### src/rtl/ddr_addr_arbiter.sv
`default_nettype none
// +----------------------------------------------------------------------+
// | ddr_addr_arbiter: round-robin owner of the shared DDR address hold   |
// | buffer. Optional macro DDR_ARB_ERR_EN adds req_err_o for misaligned  |
// | addresses. Rev 1.0                                                   |
// +----------------------------------------------------------------------+
module ddr_addr_arbiter #(
   parameter int NUM_REQ    = 4,
   parameter int ALIGN_BITS = 2
) (
   input  logic                       clk,
   input  logic                       rst,
   input  logic [NUM_REQ-1:0]         req_valid_i,
   input  logic [32*NUM_REQ-1:0]      req_addr_i,
   input  logic [NUM_REQ-1:0]         req_write_i,
   output logic [NUM_REQ-1:0]         req_ack_o,
   output logic [31:0]                address_o,
   output logic                       write_enable_o,
   output logic                       cmd_valid_o,
   output logic                       cmd_write_o,
   output logic [$clog2(NUM_REQ)-1:0] cmd_id_o,
   input  logic                       cmd_ready_i,
   input  logic                       cmd_done_i,
   output logic                       busy_o
`ifdef DDR_ARB_ERR_EN
   ,
   output logic [NUM_REQ-1:0]         req_err_o
`endif
);

   localparam int             c_IDW  = $clog2(NUM_REQ);
   localparam int             c_SW   = c_IDW + 1;
   localparam logic [c_IDW-1:0] c_LAST = c_IDW'(NUM_REQ - 1);

   if (NUM_REQ < 2 || NUM_REQ > 8 || ALIGN_BITS < 1 || ALIGN_BITS > 31) begin : g_param_check
      $error("ddr_addr_arbiter: NUM_REQ or ALIGN_BITS out of range");
   end

   typedef enum logic [1:0] {
      S_IDLE  = 2'd0,
      S_LOAD  = 2'd1,
      S_ISSUE = 2'd2,
      S_WAIT  = 2'd3
   } state_t;

   state_t             state_q;
   logic [c_IDW-1:0]   grant_q;
   logic [c_IDW-1:0]   rr_ptr_q;
   logic               cmd_write_q;
   logic               cmd_valid_q;

   logic [c_IDW-1:0]   grant_d;
   logic [c_SW-1:0]    scan_idx;
   logic [c_IDW-1:0]   rr_next;
   logic [NUM_REQ-1:0] grant_oh;
   logic [31:0]        sel_addr;
   logic               sel_valid;
   logic               misalign;
   logic               load_accept;
   logic               load_ok;

   // Scan from the farthest offset back to rr_ptr so the closest requester wins.
   always_comb begin
      grant_d  = rr_ptr_q;
      scan_idx = '0;
      for (int k = NUM_REQ - 1; k >= 0; k--) begin
         scan_idx = {1'b0, rr_ptr_q} + c_SW'(k);
         if (scan_idx >= c_SW'(NUM_REQ)) scan_idx = scan_idx - c_SW'(NUM_REQ);
         if (req_valid_i[scan_idx[c_IDW-1:0]]) grant_d = scan_idx[c_IDW-1:0];
      end
   end

   assign rr_next   = (grant_q == c_LAST) ? '0 : grant_q + c_IDW'(1);
   assign grant_oh  = NUM_REQ'(1) << grant_q;
   assign sel_addr  = req_addr_i[32*grant_q +: 32];
   assign sel_valid = req_valid_i[grant_q];

`ifdef DDR_ARB_ERR_EN
   assign misalign  = |sel_addr[ALIGN_BITS-1:0];
`else
   assign misalign  = 1'b0;
`endif

   // A requester that drops valid during LOAD gets neither ack nor buffer write.
   assign load_accept = (state_q == S_LOAD) && sel_valid;
   assign load_ok     = load_accept && !misalign;

   assign req_ack_o      = load_accept ? grant_oh : '0;
   assign write_enable_o = load_ok;
   assign address_o      = load_ok ? sel_addr : 32'd0;
   assign cmd_valid_o    = cmd_valid_q;
   assign cmd_write_o    = cmd_write_q;
   assign cmd_id_o       = grant_q;
   assign busy_o         = (state_q != S_IDLE);

`ifdef DDR_ARB_ERR_EN
   assign req_err_o      = (load_accept && misalign) ? grant_oh : '0;
`endif

   always_ff @(posedge clk or posedge rst) begin
      if (rst) begin
         state_q     <= S_IDLE;
         grant_q     <= '0;
         rr_ptr_q    <= '0;
         cmd_write_q <= 1'b0;
         cmd_valid_q <= 1'b0;
      end else begin
         case (state_q)
            S_IDLE: begin
               if (|req_valid_i) begin
                  grant_q     <= grant_d;
                  cmd_write_q <= req_write_i[grant_d];
                  state_q     <= S_LOAD;
               end
            end
            S_LOAD: begin
               if (!sel_valid) begin
                  state_q <= S_IDLE;
               end else if (misalign) begin
                  state_q  <= S_IDLE;
                  rr_ptr_q <= rr_next;
               end else begin
                  state_q     <= S_ISSUE;
                  cmd_valid_q <= 1'b1;
               end
            end
            S_ISSUE: begin
               if (cmd_ready_i) begin
                  cmd_valid_q <= 1'b0;
                  state_q     <= S_WAIT;
               end
            end
            S_WAIT: begin
               if (cmd_done_i) begin
                  state_q  <= S_IDLE;
                  rr_ptr_q <= rr_next;
               end
            end
            default: state_q <= S_IDLE;
         endcase
      end
   end

endmodule
`default_nettype wire

### config.mk
export PLATFORM = sky130hd
export DESIGN_NAME = ddr_addr_arbiter
export DESIGN_NICKNAME = d
export VERILOG_FILES = /design/src/rtl/ddr_addr_arbiter.sv
export SDC_FILE = /design/constraint.sdc
export NUM_CORES = 1
export LEC_CHECK = 0
export ABC_AREA = 1
export BUFFER_PORTS_ARGS = -buffer_cell sky130_fd_sc_hd__buf_2
export CORE_UTILIZATION = 30
export CTS_CLUSTER_DIAMETER = 60
export DETAILED_ROUTE_END_ITERATION = 10
export PLACE_DENSITY = 0.76
export SLEW_MARGIN = 25
export SYNTH_ARGS = -nofsm -noshare
export SYNTH_HDL_FRONTEND = slang
export SYNTH_SLANG_ARGS = --single-unit
export TNS_END_PERCENT = 5
### constraint.sdc
create_clock -name clk -period 2.1 [get_ports clk]
set_input_delay 0.105 -clock clk [delete_from_list [all_inputs] [get_ports clk]]
set_output_delay 0.105 -clock clk [all_outputs]
set_load 0.05 [all_outputs]
==> metrics.md, run 1 <==
| Metric | Value |
|---|---|
| Run status | completed |
| RSZ-0062 raised after global routing | false |
| Yosys warning count | 0 |
| DR pass1 iterations | 4 |
| Initial antenna violation count | 0 |
| Combinational share of power | 89.5% |
| Crit path kind | reg -> out |
| HP Class | in -> reg |
| Initial drt markers | 100 |
| Arrival @ worst endpoint | 1870 ps |
| Skew-Pair Late Insertion Delay | 240 ps |
| Worst r2r path cells | 13 |
| Total congestion overflow | 0 |
| Post-synth top area share | 27.0% |
| Leakage power | 1.64 nW |
| CTS clock-pin slew for the worst setup and hold paths | 40 ps |
| Io pins | 182 |
| Sequential share of power | 6.7% |
| CP Launch Type | flop |
| Final ANT Viol Nets | 0 |
| Critical Path RT | 2000 ps |
| Psw | 3.40 mW |
| GRT Total Usage | 21.3% |
| Die span in y | 80.9 um |
| Critical Path Fanout Max | 18 |
| Layout Cells excl Fill | 610 |
| Largest area contributor in the netlist | nor2_1 |
| Power per Cell Area | 1580 nW/um^2 |
| H-Tree Depth | 1 |
| Hold Fails Final Rpt | 0 |
| CP endpoint kind | output pin |
| Syn avg cell area | 5.10 um^2 |
| Period utilisation layout | 94.1% |
| HPWL after DPL | 6000 um |
| DR vias/cell | 4.83 |
| Vias in the first global route | 2493 |
| Clock network power share | 3.8% |
| Mapped Nets | 510 |
| Worst clock skew | 1.55 ps |
| TNS Setup | 0 ps |
| Net Sw Frac | 66.6% |
| WL final | 7650 um |
| Relative slew slack | 58.1% |
| Core ar. | 5960 um^2 |
| F_max | 506 MHz |
| Synth Cell Area | 1870 um^2 |
| DRC | 0 |
| Sequential area share after synthesis | 10.7% |
| Row count | 28 |
| Worst vdd ir | 859 uV |
| N_diodes | 0 |
| Vias post-DR | 2947 |
| Starting Density | 31.3% |
| TritonCTS clock tree | yes |
| Post-CTS setup buffers | 0 |
| CTS Buffer Depth | 2 |
| GP Congestion | 0.843 |
| Num Clock Sinks | 8 |
| Flops & latches, synth | 8 |
| Count of unique library cells instantiated by Yosys | 24 |
| Final Slew Violations | 0 |
| Tightest Pin Transition | 622 ps |
| Die Wd | 80.9 um |
| Hold Path Depth | 4 |
| Largest net degree at the start of global routing | 46 |
| Cell-internal power | 1.70 mW |
| WL/cell | 12.5 um |
| Final setup fails | 0 |
| PortBufs | 181 |
| Placed Instances | 606 |
| Share of layout cells above drive strength 1 | 45.8% |
| First-pass GRT wire length | 11100 um |
| Synth Instances | 366 |
| Die footprint | 6540 um^2 |
| Area delta synth->final | 72.6% |
| Ranking of synthesized cells by area | nor2_1, o21ai_0, dfrtp_1 |
| Min cycle time layout | 1980 ps |
| Final core occ | 54.1% |
| Clock Tree Root | clkbuf_8 |
| Nets | 681 |
| CTS buffer count | 3 |
| Maxcap violations | 0 |
logic make-up (layout without fill, tap and decap cells):
kind of cell | count (synthesis) | in the layout | share of synthesized area, %
flops | 8 | 8 | 10.7
buf+inv | 52 | 221 | 12.9
compound gates | 110 | 110 | 33.1
simple gates | 192 | 192 | 40.6
fa+ha+maj | 4 | 4 | 2.68
cells in the final DEF (no fill, tap or decap), types with 5 or more instances in the layout:
master and n:
buf_2 170, nor2_1 130, o21ai_0 70, nand2_1 38, a21oi_4 24, inv_1 20, nand3_1 12, clkbuf_4 11
a21oi_2 9, dfrtp_1 6, buf_4 5
per-layer routing:
metal	part of all wire, %	up-vias	wire length, um	GRT usage [%]
met5	0	-	0	0
met4	2.1	0	157	6.43
met3	7.5	17	573	2.70
met2	50	128	3850	39.1
met1	40	1285	3070	25.5
li1	-	1517	-	-
power by group through the flow:
stage	registers, mW	logic (mW)	clock network [mW]
finish	0.343	4.56	0.194
floorplan	0.427	3.61	0
global placement	0.339	4.45	0
detailed placement	0.342	4.53	0
global route	0.359	4.97	0.204
CTS	0.341	4.54	0.197
final timing paths:
check | start | to | slack, ps
worst max-delay path | cmd_id_o[0] | address_o[27] | 120
worst min-delay path | cmd_ready_i | cmd_valid_o | 190
worst max register to register | rr_ptr_q[0] | cmd_write_o | 410
worst min register to register | cmd_valid_o | cmd_valid_o | 510
max in group asynchronous | rst | cmd_id_o[1] | 1480
min in group asynchronous | rst | cmd_write_o | 360
area by class of cell:
type	count	area, um^2
clock buffer	3	41.3
fill	607	2740
inverter	26	104
multi-input combinational	306	1720
sequential	8	203
tap	75	93.8
timing repair buffer	192	1060
cells in the mapped netlist:
cell / instances
nor4_1: 1
inv_2: 4
a31oi_2: 1
clkinv_1: 1
inv_1: 20
nand3_1: 12
nand2_2: 4
buf_6: 4
o21ai_2: 1
nand2_1: 38
nor3_1: 2
a21oi_1: 21
clkbuf_1: 11
inv_6: 1
buf_1: 3
nor2_1: 134
o21ai_1: 2
ha_1: 4
a21oi_2: 14
dfrtp_1: 8
nand3_2: 1
a311oi_1: 1
buf_2: 8
o21ai_0: 70
metrics by stage:
stage | instance area [um^2] | hold slack [ps] | power (mW) | worst slack, ps
2_1_floorplan | 2190 | -79.5 | 4.03 | -40.1
3_3_place_gp | 3130 | 62.2 | 4.79 | 344
3_5_place_dp | 3130 | 73.1 | 4.87 | 285
4_1_cts | 3190 | 186 | 5.08 | 27.1
5_1_grt | 3220 | 223 | 5.53 | 14.2
6_report | 3220 | 191 | 5.10 | 124
critical path, cell delays in order (launching register included):
cell      delay, ps
dfrtp_2         450
o21ai_1         140
nand3_1         130
a31oi_4         180
clkinv_2        110
buf_6           220
a21oi_4         130
buf_2           270
what timing repair did:
item | CTS | global route
endpoints found under the setup margin | 0 | 21
resized for setup | 0 | 13
hold endpoints to repair | 8 | 0
hold buffers | 1 | 0
Note: power is estimated with default switching activity, not from simulation.
==> run 2: changes to the inputs <==
- CORE_UTILIZATION: 30 -> 37
- PLACE_DENSITY: 0.76 -> 0.89
==> run 2 against run 1 <==
- die area fell by 18%
- sequential share of layout area barely moved
- routed wire length rose by 0.73%
- via count rose by 4.0%
- global-route usage rose by 5.9 points
- sequential cell count did not move
- sequential power barely moved
- register-to-register slack got worse by 50 ps
- cell count fell by 0.98%
- highest routed layer unchanged
- combinational power barely moved
- setup slack got worse by 37 ps
- maximum frequency fell by 1.9%
==> metrics.md, run 2 (synthesis results as in run 1) <==
| Metric | Value |
|---|---|
| Worst vdd ir | 1150 uV (+33%) |
| Worst clock skew | 2.05 ps (+0.503 ps) |
| Run status | completed |
| Area delta synth->final | 71.8% |
| Final setup fails | 0 (unchanged) |
| Skew-Pair Late Insertion Delay | 240 ps (about the same) |
| Hold Fails Final Rpt | 0 (unchanged) |
| H-Tree Depth | 1 (unchanged) |
| Final Slew Violations | 0 (unchanged) |
| Relative slew slack | 71.3% (+13 points) |
| Die Wd | 73.0 um (-9.7%) |
| PortBufs | 181 (unchanged) |
| Clock network power share | 3.9% (about the same) |
| Total congestion overflow | 0 (unchanged) |
| DR pass1 iterations | 4 (unchanged) |
| CTS buffer count | 3 (unchanged) |
| Critical Path Fanout Max | 26 (+8) |
| HPWL after DPL | 6040 um (+0.68%) |
| Starting Density | 39.0% (+7.7 points) |
| Initial drt markers | 145 (+45%) |
| Min cycle time layout | 2010 ps (+37.3 ps) |
| CTS clock-pin slew for the worst setup and hold paths | 40 ps (about the same) |
| Post-CTS setup buffers | 0 (unchanged) |
| Grt peak-use layer | met2 |
| Tightest Pin Transition | 426 ps (-196 ps) |
| RSZ-0062 raised after global routing | false |
| Die span in y | 73.0 um (-9.7%) |
| Arrival @ worst endpoint | 1910 ps (+40 ps) |
| Power per Cell Area | 1600 nW/um^2 (+0.75%) |
| TritonCTS clock tree | yes |
| Maxcap violations | 0 (unchanged) |
| First-pass GRT wire length | 11700 um (+5.4%) |
| Period utilisation layout | 95.9% (+1.8 points) |
| Die footprint | 5330 um^2 (-18%) |
| Share of layout cells above drive strength 1 | 45.8% (about the same) |
| Nets | 682 (+0.15%) |
| Final core occ | 67.0% (+13 points) |
| Psw | 3.42 mW (+0.57%) |
| Commonest non-fill, non-tap cell in the layout | buf_2 |
| Total power | 5.11 mW (+0.24%) |
| HP Class | in -> reg |
| Num Clock Sinks | 8 (unchanged) |
| Routing usage on met1 | 30.7% (+5.1 points) |
| CP Launch Type | flop |
| Cell-internal power | 1.70 mW (-0.42%) |
| Worst hold slack | 173 ps (-18.4 ps) |
| Largest net degree at the start of global routing | 33 (-28%) |
| Fillers | 450 (-26%) |
| Io pins | 182 (unchanged) |
| WL final | 7710 um (+0.73%) |
| Vias in the first global route | 2759 (+11%) |
| Met3 usage | 4.28% (+1.6 points) |
| WL/cell | 12.8 um (+1.7%) |
| Final ANT Viol Nets | 0 (unchanged) |
| Initial antenna violation count | 0 (unchanged) |
| GRT Total Usage | 27.2% (+5.9 points) |
| GP Congestion | 0.831 (-1.3%) |
| Area occupied by multi-input gates | 1720 um^2 (unchanged) |
| N_diodes | 0 (unchanged) |
| Row count | 25 (-11%) |
| Leakage power | 1.64 nW (+0.34%) |
| DRC | 0 (unchanged) |
| Crit path kind | reg -> out |
| Most frequent cells in the layout | buf_2, nor2_1, o21ai_0, nand2_1, a21oi_4 |
| CTS Buffer Depth | 2 (unchanged) |
| F_max | 497 MHz (-1.9%) |
| Net Sw Frac | 66.8% (+0.22 points) |
| DR vias/cell | 5.08 (+5.1%) |
| Clock Tree Root | clkbuf_8 |
| CP endpoint kind | output pin |
| Sequential share of power | 6.7% (about the same) |
| Core ar. | 4790 um^2 (-20%) |
| FF+latch area | 203 um^2 (unchanged) |
| GRT met2 Usage | 48.3% (+9.2 points) |
| TNS Setup | 0 ps (unchanged) |
| Vias post-DR | 3066 (+4.0%) |
| Combinational share of power | 89.3% (-0.2 points) |
| Critical Path RT | 2000 ps (about the same) |
[run 2: routing by layer]
metal	share of wire [%]	vias up
met3	6.5	31
met1	41	1364
met2	48	147
met5	0	-
li1	-	1524
met4	4.5	0
[run 2: critical path: stages (launching register included)]
cell	delay, ps
dfrtp_2	460
o21ai_1	140
nand3_1	140
a31oi_4	190
clkinv_2	100
buf_12	210
a21oi_4	130
buf_2	280
[run 2: metrics by stage]
stage | instances | worst slack (ps) | instance area (um^2)
4_1_cts | 604 | 71.7 | 3190
3_3_place_gp | 599 | 371 | 3130
2_1_floorplan | 366 | -40.1 | 2190
3_5_place_dp | 599 | 330 | 3130
6_report | 604 | 86.9 | 3200
5_1_grt | 604 | 0.608 | 3200
[run 2: final cells by class]
type | instances | area share (%)
Clock buffer | 4 | 1.41
Multi-Input combinational cell | 306 | 53.5
Sequential cell | 8 | 6.33
Tap cell | 67 | 2.62
Inverter | 26 | 3.24
Timing Repair Buffer | 193 | 32.9
[run 2: repair_timing]
action | 4_1_cts | 5_1_grt
hold buffers | 1 | 0
endpoints found under the setup margin | 0 | 7
gates resized for setup | 0 | 7
hold endpoints to repair | 8 | 0
[run 2: final timing paths]
kind	slack, ps	from	depth (start not counted)	to
worst max-delay path	90	cmd_id_o[0]	7	address_o[21]
worst min-delay path	170	cmd_ready_i	4	cmd_valid_o
worst max register to register	360	rr_ptr_q[0]	13	cmd_write_o
worst min register to register	490	cmd_valid_o	2	cmd_valid_o
max in group asynchronous	1470	rst	3	cmd_id_o[1]
min in group asynchronous	370	rst	3	rr_ptr_q[1]
[run 2: power groups by stage]
stage / combinational [mW] / clock, mW / sequential [mW]
2_1_floorplan: 3.61 / 0 / 0.427
3_3_place_gp: 4.43 / 0 / 0.336
3_5_place_dp: 4.54 / 0 / 0.343
4_1_cts: 4.56 / 0.208 / 0.342
5_1_grt: 4.95 / 0.218 / 0.358
6_report: 4.57 / 0.201 / 0.343
